==> src/rtl/mc_pkg.sv <==
// Shared encodings for the multi-cycle RV64 sequencer: FSM states, opcodes,
// instruction classes and ALU operation selects.
package mc_pkg;

   localparam logic [2:0] S_FETCH  = 3'd0;
   localparam logic [2:0] S_DECODE = 3'd1;
   localparam logic [2:0] S_EXEC   = 3'd2;
   localparam logic [2:0] S_MEM    = 3'd3;
   localparam logic [2:0] S_WB     = 3'd4;
   localparam logic [2:0] S_TRAP   = 3'd5;

   localparam logic [6:0] OP_R  = 7'b0110011;
   localparam logic [6:0] OP_I  = 7'b0010011;
   localparam logic [6:0] OP_LD = 7'b0000011;
   localparam logic [6:0] OP_ST = 7'b0100011;
   localparam logic [6:0] OP_BR = 7'b1100011;

   localparam logic [1:0] ALU_ADD   = 2'b00;
   localparam logic [1:0] ALU_SUB   = 2'b01;
   localparam logic [1:0] ALU_FUNCT = 2'b10;

   typedef enum logic [2:0] {
      CLS_R  = 3'd0,
      CLS_I  = 3'd1,
      CLS_LD = 3'd2,
      CLS_ST = 3'd3,
      CLS_BR = 3'd4
   } cls_e;

   function automatic logic [1:0] cls_alu_op(input cls_e c);
      case (c)
         CLS_R, CLS_I: cls_alu_op = ALU_FUNCT;
         CLS_BR:       cls_alu_op = ALU_SUB;
         default:      cls_alu_op = ALU_ADD;
      endcase
   endfunction

   function automatic logic cls_uses_imm(input cls_e c);
      cls_uses_imm = (c == CLS_I) || (c == CLS_LD) || (c == CLS_ST);
   endfunction

endpackage

==> src/rtl/mc_opdecode.sv <==
// Combinational opcode classifier: maps instr[6:0] to an instruction class
// and flags opcodes the sequencer does not support.
module mc_opdecode
   import mc_pkg::*;
(
   input  logic [6:0] i_opcode,
   output cls_e       o_cls,
   output logic       o_legal
);

   always_comb begin
      o_cls   = CLS_R;
      o_legal = 1'b1;
      case (i_opcode)
         OP_R:    o_cls = CLS_R;
         OP_I:    o_cls = CLS_I;
         OP_LD:   o_cls = CLS_LD;
         OP_ST:   o_cls = CLS_ST;
         OP_BR:   o_cls = CLS_BR;
         default: o_legal = 1'b0;
      endcase
   end

endmodule

==> src/rtl/multicycle_controller.sv <==
// Multi-cycle FETCH/DECODE/EXEC/MEM/WB sequencer with memory-timeout and
// illegal-opcode traps. Define MC_PERF_CNT_EN to build the cycle/instret counters.
module multicycle_controller
   import mc_pkg::*;
#(
   parameter int MEM_TIMEOUT = 16,
   parameter int PERF_W      = 32
) (
   input  logic              clk,
   input  logic              reset,
   input  logic [6:0]        opcode,
   input  logic              zero,
   input  logic              imem_ready,
   input  logic              dmem_ready,
   output logic              imem_req,
   output logic              dmem_read,
   output logic              dmem_write,
   output logic              ir_write,
   output logic              pc_write,
   output logic              pc_src,
   output logic              alu_src,
   output logic [1:0]        alu_op,
   output logic              reg_write,
   output logic              mem_to_reg,
   output logic              illegal,
   output logic              mem_fault,
   output logic              halted,
   output logic [PERF_W-1:0] cycle_cnt,
   output logic [PERF_W-1:0] instret_cnt
);

   localparam int              TO_W    = $clog2(MEM_TIMEOUT) + 1;
   localparam logic [TO_W-1:0] TO_LAST = TO_W'(MEM_TIMEOUT - 1);

   logic [2:0]      r_state;
   logic [2:0]      w_state_nxt;
   cls_e            r_cls;
   cls_e            w_dec_cls;
   logic            w_dec_legal;
   logic [TO_W-1:0] r_to_cnt;
   logic            r_illegal;
   logic            r_mem_fault;
   logic            w_wait;
   logic            w_ready;
   logic            w_to_hit;
   logic            w_enter_wait;
   logic            w_take_br;

   mc_opdecode u_opdecode (
      .i_opcode (opcode),
      .o_cls    (w_dec_cls),
      .o_legal  (w_dec_legal)
   );

   assign w_wait    = (r_state == S_FETCH) || (r_state == S_MEM);
   assign w_ready   = (r_state == S_FETCH) ? imem_ready : dmem_ready;
   // A ready on the last allowed cycle still completes the access.
   assign w_to_hit  = w_wait && !w_ready && (r_to_cnt == TO_LAST);
   assign w_take_br = (r_state == S_EXEC) && (r_cls == CLS_BR) && zero;

   always_comb begin
      w_state_nxt = r_state;
      case (r_state)
         S_FETCH: begin
            if (imem_ready)    w_state_nxt = S_DECODE;
            else if (w_to_hit) w_state_nxt = S_TRAP;
         end
         S_DECODE: w_state_nxt = w_dec_legal ? S_EXEC : S_TRAP;
         S_EXEC: begin
            case (r_cls)
               CLS_BR:       w_state_nxt = S_FETCH;
               CLS_R, CLS_I: w_state_nxt = S_WB;
               default:      w_state_nxt = S_MEM;
            endcase
         end
         S_MEM: begin
            if (dmem_ready)    w_state_nxt = (r_cls == CLS_ST) ? S_FETCH : S_WB;
            else if (w_to_hit) w_state_nxt = S_TRAP;
         end
         S_WB:    w_state_nxt = S_FETCH;
         S_TRAP:  w_state_nxt = S_TRAP;
         default: w_state_nxt = S_TRAP;
      endcase
   end

   assign w_enter_wait = ((w_state_nxt == S_FETCH) || (w_state_nxt == S_MEM)) &&
                         (w_state_nxt != r_state);

   always_ff @(posedge clk) begin
      if (reset) begin
         r_state     <= S_FETCH;
         r_cls       <= CLS_R;
         r_to_cnt    <= '0;
         r_illegal   <= 1'b0;
         r_mem_fault <= 1'b0;
      end else begin
         r_state <= w_state_nxt;
         if (r_state == S_DECODE) r_cls <= w_dec_cls;
         if (w_enter_wait)            r_to_cnt <= '0;
         else if (w_wait && !w_ready) r_to_cnt <= r_to_cnt + 1'b1;
         if ((r_state == S_DECODE) && !w_dec_legal) r_illegal <= 1'b1;
         if (w_to_hit) r_mem_fault <= 1'b1;
      end
   end

`ifdef MC_PERF_CNT_EN
   logic [PERF_W-1:0] r_cycle_cnt;
   logic [PERF_W-1:0] r_instret_cnt;
   logic              w_retire;

   assign w_retire = (w_state_nxt == S_FETCH) &&
                     ((r_state == S_EXEC) || (r_state == S_MEM) || (r_state == S_WB));

   always_ff @(posedge clk) begin
      if (reset) begin
         r_cycle_cnt   <= '0;
         r_instret_cnt <= '0;
      end else begin
         if (r_state != S_TRAP) r_cycle_cnt   <= r_cycle_cnt + 1'b1;
         if (w_retire)          r_instret_cnt <= r_instret_cnt + 1'b1;
      end
   end

   assign cycle_cnt   = r_cycle_cnt;
   assign instret_cnt = r_instret_cnt;
`else
   assign cycle_cnt   = '0;
   assign instret_cnt = '0;
`endif

   // Strobes and flags are held low while reset is asserted.
   always_comb begin
      imem_req   = 1'b0;
      dmem_read  = 1'b0;
      dmem_write = 1'b0;
      ir_write   = 1'b0;
      pc_write   = 1'b0;
      pc_src     = 1'b0;
      alu_src    = 1'b0;
      alu_op     = ALU_ADD;
      reg_write  = 1'b0;
      mem_to_reg = 1'b0;
      illegal    = 1'b0;
      mem_fault  = 1'b0;
      halted     = 1'b0;
      if (!reset) begin
         illegal   = r_illegal;
         mem_fault = r_mem_fault;
         case (r_state)
            S_FETCH: begin
               imem_req = 1'b1;
               ir_write = imem_ready;
               pc_write = imem_ready;
            end
            S_EXEC: begin
               alu_src  = cls_uses_imm(r_cls);
               alu_op   = cls_alu_op(r_cls);
               pc_write = w_take_br;
               pc_src   = w_take_br;
            end
            S_MEM: begin
               dmem_read  = (r_cls == CLS_LD);
               dmem_write = (r_cls == CLS_ST);
            end
            S_WB: begin
               reg_write  = 1'b1;
               mem_to_reg = (r_cls == CLS_LD);
            end
            S_TRAP:  halted = 1'b1;
            default: ;
         endcase
      end
   end

endmodule

==> config.mk <==
export PLATFORM = sky130hd
export DESIGN_NAME = multicycle_controller
export DESIGN_NICKNAME = d
export VERILOG_FILES = /design/src/rtl/mc_pkg.sv /design/src/rtl/mc_opdecode.sv /design/src/rtl/multicycle_controller.sv
export SDC_FILE = /design/constraint.sdc
export NUM_CORES = 1
export LEC_CHECK = 0
export ABC_AREA = 1
export CORE_ASPECT_RATIO = 1.2
export CORE_UTILIZATION = 30
export DETAILED_ROUTE_END_ITERATION = 7
export PLACE_DENSITY = 0.69
export SYNTH_ARGS = -nofsm -noshare
export SYNTH_HDL_FRONTEND = slang
export SYNTH_HIERARCHICAL = 1
export SYNTH_SLANG_ARGS = --single-unit
==> constraint.sdc <==
create_clock -name clk -period 2.09 [get_ports clk]
set_clock_uncertainty 0.05 [all_clocks]
set_input_delay 0.3135 -clock clk [delete_from_list [all_inputs] [get_ports clk]]
set_output_delay 0.3135 -clock clk [all_outputs]
set_load 0.02 [all_outputs]
==> results.sh, run 1 <==
export IMPL_status="complete, no violations"
export IMPL_dp_hpwl_mm=2.03
export IMPL_die_y_um=76.2
export IMPL_ir_drop_mv=0.277
export IMPL_synth_edf_count=0
export IMPL_fmax_mhz=496
export IMPL_intPower_uw=493
export IMPL_endpoint_kind="output pin"
export IMPL_p_switching_uw=327
export IMPL_antenna_found_initial=0
export IMPL_syn_avg_cell_area_um2=6.95
export IMPL_wirelength_mm=2.38
export IMPL_netlist_instances=198
export IMPL_power_uw=820
export IMPL_required_ns=1.73
export IMPL_numClockSinks=13
export IMPL_clk_pin_slew_ns=0.06
export IMPL_cts_buffer_depth=2
export IMPL_core_area_um2=4330
export IMPL_area_growth_pct=13.9
export IMPL_portBuffers=25
export IMPL_boundaryPins=90
export IMPL_drt_pass1_iterations=4
export IMPL_root_buffer="clkbuf_8"
export IMPL_nets=252
export IMPL_h_tree_depth=1
export IMPL_holdWs_ns=0.412
export IMPL_gp_congestion=0.800
export IMPL_synthArstFlopShare_pct=0
export IMPL_num_antenna_cells=0
export IMPL_dp_cells=289
export IMPL_leakagePower_uw=0.000882
export IMPL_p_comb_share_pct=37.1
export IMPL_die_w_um=63.8
export IMPL_grt_pass1_wl_mm=3.71
export IMPL_grt_overflow=0
export IMPL_synth_top_area_share_pct=34.9
export IMPL_pre_cts_ws_ns=-0.146
export IMPL_numCtsBuffers=3
export IMPL_layout_cells_non_filler=293
export IMPL_maxSlewViolCount=0
export IMPL_fin_crit_ns=2.02
export IMPL_cp_max_fo=4
export IMPL_syn_area_um2=1380
export IMPL_setup_viol=0
export IMPL_drc=0
export IMPL_rsz0062_at_grt="no"
export IMPL_drive_gt1_share_pct=14.8
export IMPL_drt_iter0_drc=20
export IMPL_globalRouteTotalUtil_pct=9.63
export IMPL_ys_warn_count=6
export IMPL_clk_latency_ns=0.25
export IMPL_via_per_inst=3.77
export IMPL_cap_viol_max_count=0
export IMPL_vias=1105
export IMPL_yosysTopAreaCell="buf_4"
export IMPL_synth_common_cells="buf_4, inv_1, nand2_1, nor2_1, dfxtp_1"
export IMPL_synthDistinctLibCells=29
export IMPL_fin_ws_ns=0.0719
export IMPL_hold_path_class="reg -> reg"
export IMPL_cts_tree="done"
export IMPL_crit_arrival_ns=1.65
export IMPL_synth_most_common_cell="buf_4"
export IMPL_ys_seq_area_share_pct=18.9
export IMPL_finalHoldViolCount=0
export IMPL_final_antenna_net_count=0
export IMPL_synth_main_ff_cell="dfxtp_1"
export IMPL_power_density_cell_area_nw_per_um2=523
export IMPL_grt_pass1_vias=867
export IMPL_pwr_share_clk_pct=28.2
export IMPL_ys_ff_latch=13
export IMPL_fin_tns_setup_ns=0
export IMPL_wire_per_inst_um=8.11
export IMPL_sw_frac_of_total_pct=39.9
export IMPL_rows=26
export IMPL_synth_area_leaders="buf_4, dfxtp_1, inv_1"
export IMPL_power_frac_seq_pct=34.7
export IMPL_die_area_um2=4860
export IMPL_grt_max_degree=11
export IMPL_setup_worst_path_class="in -> out"
export IMPL_finalCritPeriodShare_pct=96.6
export IMPL_initial_core_util_pct=31.8
export IMPL_start_kind="input pin"
[worst paths after layout]
kind,startpoint,endpoint,slack (ns),depth (start not counted)
max,reset,reg_write,0.07,4
min,r_mem_fault$_SDFFE_PP0P_,r_mem_fault$_SDFFE_PP0P_,0.41,2
max reg2reg,r_to_cnt[0]$_SDFFE_PP0P_,r_to_cnt[0]$_SDFFE_PP0P_,0.38,12
min reg2reg,r_mem_fault$_SDFFE_PP0P_,r_mem_fault$_SDFFE_PP0P_,0.41,2
[stage by stage]
stage          util (%)  instance area, um^2
2_1_floorplan         -                 1610
3_3_place_gp       35.6                 1540
3_5_place_dp       35.6                 1540
4_1_cts            36.2                 1570
5_1_grt            36.2                 1570
6_report           36.2                 1570
[critical path, stage by stage]
cell and delay [ns]:
clkdlybuf4s50_1 0.47, buf_4 0.17, nor2_1 0.09, clkdlybuf4s50_1 0.60
[cell type report]
cell class                      count  area, um^2
Fill cell                         482        2760
Sequential cell                    13         260
Clock buffer                        4        45.0
Tap cell                           56        70.1
Inverter                           27         103
Timing Repair Buffer               37         324
Multi-Input combinational cell    156         766
[logic make-up after synthesis]
family | count (synthesis) | share of synthesized area (%)
AO/OA/AOI/OAI | 11 | 4.54
XOR/XNOR | 4 | 2.55
adder cells (fa/ha/maj) | 2 | 1.82
buffers and inverters | 92 | 42.6
flip-flops | 13 | 18.9
multiplexers | 2 | 1.55
other | 1 | 0.272
AND/OR/NAND/NOR | 73 | 27.7
[per-layer routing]
metal | wire length [um] | GRT usage, % | up-vias
met1 | 930 | 10.8 | 481
met4 | 40 | 4.77 | 0
li1 | - | - | 567
met3 | 164 | 1.80 | 4
met2 | 1240 | 17.0 | 53
met5 | 0 | 0 | -
[sequential cells by signal (all words and copies together) (netlist names)]
register and flops:
r_to_cnt 5, r_mem_fault 1, r_illegal 1, r_cls 3, r_state 3
[cell usage in the layout (no fill, tap or decap)]
cell,count
xor2_1,2
nor2_2,3
nor3_1,6
o21ai_0,3
nand3_1,11
mux2_2,1
nand3_2,2
nor2_1,16
nand3_4,1
o211ai_2,1
dlygate4sd2_1,13
nand2_4,2
nor2_4,1
nand2_2,5
clkdlybuf4s50_1,12
clkbuf_1,1
nor3_2,1
conb_1,64
dfxtp_1,13
nand2_1,21
xnor2_1,2
buf_4,12
mux2i_1,1
nand4_1,2
clkinv_2,1
nor4_1,1
ha_1,2
clkbuf_8,3
nand3b_1,1
a21oi_1,7
inv_1,24
inv_2,2
[power by group through the flow]
stage          combinational [uW]  sequential [uW]  clock, uW
2_1_floorplan                 316              289          0
3_3_place_gp                  306              289          0
3_5_place_dp                  309              290          0
4_1_cts                       305              285        240
5_1_grt                       334              286        248
6_report                      304              285        232
[repair_timing]
action / CTS / global route
endpoints found under the setup margin: 13 / 0
hold buffers: 0 / 0
setup buffers: 0 / 0
resized for setup: 13 / 0
Note: power is estimated with default switching activity, not from simulation.
==> run 2, diff against run 1 <==
--- a/config.mk
+++ b/config.mk
@@ -7,9 +7,11 @@
 export LEC_CHECK = 0
 export ABC_AREA = 1
 export CORE_ASPECT_RATIO = 1.2
+export CORE_MARGIN = 2
 export CORE_UTILIZATION = 30
 export DETAILED_ROUTE_END_ITERATION = 7
 export PLACE_DENSITY = 0.69
+export SKIP_LAST_GASP = 1
 export SYNTH_ARGS = -nofsm -noshare
 export SYNTH_HDL_FRONTEND = slang
 export SYNTH_HIERARCHICAL = 1
==> run 2 against run 1 <==
Effect of this change:
- sequential share of layout area rose by 0.053 points
- critical endpoint unchanged
- maximum frequency barely moved
- first-iteration DRC count fell by 20%
- routed wire length rose by 3.4%
- largest cell class unchanged
- die area rose by 5.8%
- utilization fell by 1.5 points
- cell count rose by 0.34%
- global-route usage rose by 0.40 points
- clock-buffer cell count did not move
==> results.sh, run 2 (same netlist as run 1, synthesis figures left out) <==
export IMPL_h_tree_depth=1
export IMPL_clk_latency_ns=0.25
export IMPL_antenna_found_initial=0
export IMPL_wirelength_mm=2.46
export IMPL_grt_overflow=0
export IMPL_multi_input_area_um2=766
export IMPL_core_area_um2=4490
export IMPL_rows=27
export IMPL_p_switching_uw=326
export IMPL_numClockSinks=13
export IMPL_die_w_um=65.8
export IMPL_grt_most_used_layer="met2"
export IMPL_p_comb_share_pct=37.1
export IMPL_leakagePower_uw=0.000876
export IMPL_finalHoldViolCount=0
export IMPL_start_kind="flop"
export IMPL_timing_critical_path_buf_inv=1
export IMPL_hold_path_class="reg -> reg"
export IMPL_gp_congestion=0.816
export IMPL_cp_slowest_cell="clkdlybuf4s50_1"
export IMPL_fin_crit_ns=2.02
export IMPL_startpoint="r_state[1]$_SDFF_PP0_"
export IMPL_cp_max_fo=6
export IMPL_grt_pass1_wl_mm=4.04
export IMPL_gr_usage_met3_pct=2.87
export IMPL_crit_cells=4
export IMPL_drive_gt1_share_pct=14.4
export IMPL_fillCellCount=490
export IMPL_use_met2_pct=19.0
export IMPL_critPathTopFamily="buffers and inverters"
export IMPL_boundaryPins=90
export IMPL_worst_path_most_repeated_cell="nor2_1"
export IMPL_final_common_cell="conb_1"
export IMPL_top_register="r_to_cnt"
export IMPL_r2r_end="r_to_cnt[3]$_SDFFE_PP0P_"
export IMPL_cts_resized=13
export IMPL_r2r_setup_slack_ns=0.37
export IMPL_vias=1105
export IMPL_globalRouteTotalUtil_pct=10.0
export IMPL_area_sequential_um2=260
export IMPL_intPower_uw=493
export IMPL_ir_drop_mv=0.210
export IMPL_drt_iter0_drc=16
export IMPL_power_frac_seq_pct=34.7
export IMPL_cts_tree="done"
export IMPL_power_density_cell_area_nw_per_um2=524
export IMPL_clk_pin_slew_ns=0.05
export IMPL_setup_worst_path_class="reg -> out"
export IMPL_nets=251
export IMPL_root_buffer="clkbuf_8"
export IMPL_largest_registers="r_to_cnt x5, r_cls x3, r_state x3"
export IMPL_finalCritPeriodShare_pct=96.6
export IMPL_fin_ws_ns=0.0720
export IMPL_num_antenna_cells=0
export IMPL_wire_per_inst_um=8.35
export IMPL_initial_core_util_pct=30.6
export IMPL_cts_setup_buffers=0
export IMPL_grt_max_degree=9
export IMPL_status="complete, no violations"
export IMPL_r2r_cells=12
export IMPL_fin_tns_setup_ns=0
export IMPL_endpoint_kind="output pin"
export IMPL_cts_hold_buffers=0
export IMPL_largest_reg_flops=5
export IMPL_area_growth_pct=13.5
export IMPL_crit_arrival_ns=1.65
export IMPL_die_y_um=78.2
export IMPL_fmax_mhz=496
export IMPL_rsz0062_at_grt="no"
export IMPL_portBuffers=25
export IMPL_required_ns=1.73
export IMPL_grt_pass1_vias=1017
export IMPL_via_per_inst=3.76
export IMPL_grt_use_met1_pct=9.09
export IMPL_final_cell_mix="conb_1, inv_1, nand2_1, nor2_1"
export IMPL_endpoint="reg_write"
export IMPL_dp_hpwl_mm=2.12
export IMPL_critPathMaxStageDelay_ns=0.61
export IMPL_sw_frac_of_total_pct=39.8
export IMPL_setup_viol=0
export IMPL_drt_pass1_iterations=4
export IMPL_drc=0
export IMPL_final_antenna_net_count=0
export IMPL_r2r_start="r_to_cnt[0]$_SDFFE_PP0P_"
export IMPL_pwr_share_clk_pct=28.1
export IMPL_cts_buffer_depth=2
export IMPL_maxSlewViolCount=0
export IMPL_cap_viol_max_count=0
export IMPL_numCtsBuffers=3
export IMPL_die_area_um2=5150
export IMPL_path_cells="nor2_1 > nand2_1 > nor2_1 > clkdlybuf4s50_1"
export IMPL_pre_cts_ws_ns=-0.212
[run 2: cell types whose count changed in the layout (fill, tap and decap cells not counted)]
| cell | previous run | this run |
|---|---|---|
| buf_4 | 12 | 11 |
[run 2: final cells by class]
class,instances,share of cell area (%)
multi-input combinational,156,49.0
inverter,27,6.57
sequential,13,16.7
timing repair buffer,36,20.3
tap,58,4.64
clock buffer,4,2.88
[run 2: metal layers]
metal  share of wire, %  up-vias  wire length [um]
li1                   -      564                 -
met4                2.8        0                68
met2                 50       61              1230
met1                 36      475               879
met3                 11        5               275
met5                  0        -                 0
[run 2: worst min-delay path by stage]
stage                                  start                  endpoint  depth (start not counted)
floorplan             r_illegal$_SDFFE_PP0P_    r_illegal$_SDFFE_PP0P_                          2
global placement      r_illegal$_SDFFE_PP0P_    r_illegal$_SDFFE_PP0P_                          2
detailed placement    r_illegal$_SDFFE_PP0P_    r_illegal$_SDFFE_PP0P_                          2
CTS                   r_illegal$_SDFFE_PP0P_    r_illegal$_SDFFE_PP0P_                          2
global route        r_mem_fault$_SDFFE_PP0P_  r_mem_fault$_SDFFE_PP0P_                          2
finish                r_illegal$_SDFFE_PP0P_    r_illegal$_SDFFE_PP0P_                          2
[run 2: power by group through the flow]
stage	sequential [uW]	combinational, uW	clock [uW]
final	285	304	230
after detailed placement	290	308	0
after global routing	288	340	243
after CTS	284	305	235
after global placement	289	306	0
after floorplan	289	316	0
[run 2: metrics by stage]
step | instances | power (uW) | util [%] | hold slack, ns | area [um^2]
2_1_floorplan | 261 | 605 | - | 0.386 | 1610
3_3_place_gp | 290 | 595 | 34.1 | 0.397 | 1530
3_5_place_dp | 290 | 598 | 34.1 | 0.399 | 1530
4_1_cts | 294 | 824 | 34.8 | 0.408 | 1560
5_1_grt | 294 | 870 | 34.8 | 0.432 | 1560
6_report | 294 | 819 | 34.8 | 0.402 | 1560
[run 2: tightest hold or removal path: stages, from the launching register on]
cell,delay (ns)
dfxtp_1,0.29
inv_1,0.06
a21oi_1,0.06
==> run 3, diff against run 2 <==
--- a/config.mk
+++ b/config.mk
@@ -10,9 +10,11 @@
 export CORE_MARGIN = 2
 export CORE_UTILIZATION = 30
 export DETAILED_ROUTE_END_ITERATION = 7
-export PLACE_DENSITY = 0.69
+export PLACE_DENSITY_LB_ADDON = 0.12
 export SKIP_LAST_GASP = 1
+export SLEW_MARGIN = 20
 export SYNTH_ARGS = -nofsm -noshare
 export SYNTH_HDL_FRONTEND = slang
 export SYNTH_HIERARCHICAL = 1
 export SYNTH_SLANG_ARGS = --single-unit
+export TNS_END_PERCENT = 30
==> run 3 against run 2 <==
Effect of this change:
- the flow now finishes with violations (setup timing)
- utilization increased by 1.1 points
- critical path depth is the same
- hold slack improved by 0.0085 ns
- die area stayed put
- global-route usage grew 0.42 points
- sequential share of layout area shrank 0.52 points
- largest cell class unchanged
- clock-buffer cell count unchanged
- final area grew 3.2%
- total power up 1.5%
- clock power up 2%
- non-clock buffer count is 4 higher
==> results.sh, run 3 (same netlist as run 1, synthesis figures left out) <==
export IMPL_layout_cells_non_filler=298
export IMPL_clk_pin_slew_ns=0.06
export IMPL_maxSlewViolCount=0
export IMPL_core_area_um2=4490
export IMPL_grt_max_degree=9
export IMPL_path_cells="clkdlybuf4s50_1 > buf_4 > nor3_1 > clkdlybuf4s50_1"
export IMPL_grt_overflow=0
export IMPL_cts_buffer_depth=2
export IMPL_critPathMaxStageDelay_ns=0.64
export IMPL_fin_tns_setup_ns=-0.231
export IMPL_required_ns=1.73
export IMPL_power_density_cell_area_nw_per_um2=516
export IMPL_clk_latency_ns=0.25
export IMPL_gp_congestion=0.776
export IMPL_cap_viol_max_count=0
export IMPL_crit_cells=4
export IMPL_setup_viol=7
export IMPL_portBuffers=25
export IMPL_dp_hpwl_mm=2.23
export IMPL_via_per_inst=3.60
export IMPL_worst_path_most_repeated_cell="clkdlybuf4s50_1"
export IMPL_die_w_um=65.8
export IMPL_crit_arrival_ns=1.80
export IMPL_dp_cells=294
export IMPL_power_uw=832
export IMPL_die_area_um2=5150
export IMPL_fin_util_pct=35.9
export IMPL_cp_slowest_cell="clkdlybuf4s50_1"
export IMPL_critPathTopFamily="buffers and inverters"
export IMPL_timing_critical_path_buf_inv=3
export IMPL_numClockSinks=13
export IMPL_globalRouteTotalUtil_pct=10.5
export IMPL_hold_path_class="reg -> reg"
export IMPL_initial_core_util_pct=30.6
export IMPL_whs_path_depth=2
export IMPL_wirelength_mm=2.57
export IMPL_ir_drop_mv=0.290
export IMPL_leakagePower_uw=0.000906
export IMPL_fmax_mhz=462
export IMPL_drc=0
export IMPL_rsz0062_at_grt="yes"
export IMPL_fin_ws_ns=-0.0753
export IMPL_largest_reg_flops=5
export IMPL_die_y_um=78.2
export IMPL_boundaryPins=90
export IMPL_drt_pass1_iterations=4
export IMPL_finalHoldViolCount=0
export IMPL_cts_setup_buffers=0
export IMPL_grt_pass1_wl_mm=4.26
export IMPL_final_common_cell="conb_1"
export IMPL_h_tree_depth=1
export IMPL_final_cell_mix="conb_1, inv_1, nand2_1, clkdlybuf4s50_1, nor2_1"
export IMPL_largest_registers="r_to_cnt x5, r_cls x3, r_state x3"
export IMPL_violations="setup timing"
export IMPL_endpoint_kind="output pin"
export IMPL_r2r_cells=12
export IMPL_status="complete, but fails checks"
export IMPL_cts_hold_buffers=0
export IMPL_top_register="r_to_cnt"
export IMPL_grt_pass1_vias=943
export IMPL_fin_crit_ns=2.17
export IMPL_setup_worst_path_class="in -> out"
export IMPL_antenna_found_initial=0
export IMPL_area_growth_pct=17.2
export IMPL_rows=27
export IMPL_drt_iter0_drc=29
export IMPL_wire_per_inst_um=8.63
export IMPL_root_buffer="clkbuf_8"
export IMPL_finalCritPeriodShare_pct=104
export IMPL_cp_max_fo=5
export IMPL_numCtsBuffers=3
export IMPL_start_kind="input pin"
export IMPL_num_antenna_cells=0
export IMPL_final_antenna_net_count=0
export IMPL_nets=255
export IMPL_cts_tree="done"
export IMPL_drive_gt1_share_pct=15.8
export IMPL_vias=1073
[run 3: cell count changes in the layout (fill, tap and decap cells not counted), sizes merged]
| cell | delta |
|---|---|
| buf | +4 |
| clkdlybuf4s50 | +7 |
| dlygate4sd2 | -10 |
| dlymetal6s2s | +3 |
[run 3: layout make-up]
class                   instances  area [um^2]
fillers                       506         2880
multi-input cells             156          766
repair buffers                 40          367
flip-flops and latches         13          260
inverters                      27          103
well taps                      58         72.6
clock buffers                   4         45.0
[run 3: power breakdown]
group          internal [uW]  switching, uW
Combinational           97.8            214
Sequential               268           18.1
Clock                    135           98.7
[run 3: final timing paths]
path	from	end	slack, ns
setup / recovery	reset	mem_to_reg	-0.08
hold / removal	r_illegal$_SDFFE_PP0P_	r_illegal$_SDFFE_PP0P_	0.41
setup reg to reg	r_to_cnt[0]$_SDFFE_PP0P_	r_to_cnt[0]$_SDFFE_PP0P_	0.37
hold reg to reg	r_illegal$_SDFFE_PP0P_	r_illegal$_SDFFE_PP0P_	0.41
[run 3: worst reg2reg max path, delay by kind of cell, from the launching register on]
family	cells	cell delay, ns
buf+inv	2	0.08
simple gates	7	0.61
fa+ha+maj	2	0.40
compound gates	1	0.10
flops	1	0.37
[run 3: layer usage]
metal	up-vias	GRT usage, %	routed length, um
met5	-	0	0
met4	0	3.75	34
met3	4	2.58	212
met2	51	17.3	1240
met1	451	13.0	1090
li1	567	-	-
[run 3: timing repair]
item | 4_1_cts | 5_1_grt
endpoints found under the hold margin | 0 | 0
setup endpoints to repair | 13 | 11
gates cloned | 0 | 0
resized for setup | 3 | 3
[run 3: per-stage QoR]
stage	instance area, um^2	hold slack, ns	setup slack (ns)
detailed placement	1560	0.401	-0.151
global route	1610	0.424	-0.158
global placement	1560	0.400	-0.153
finish	1610	0.411	-0.0753
CTS	1610	0.410	-0.101
floorplan	1610	0.386	0.464
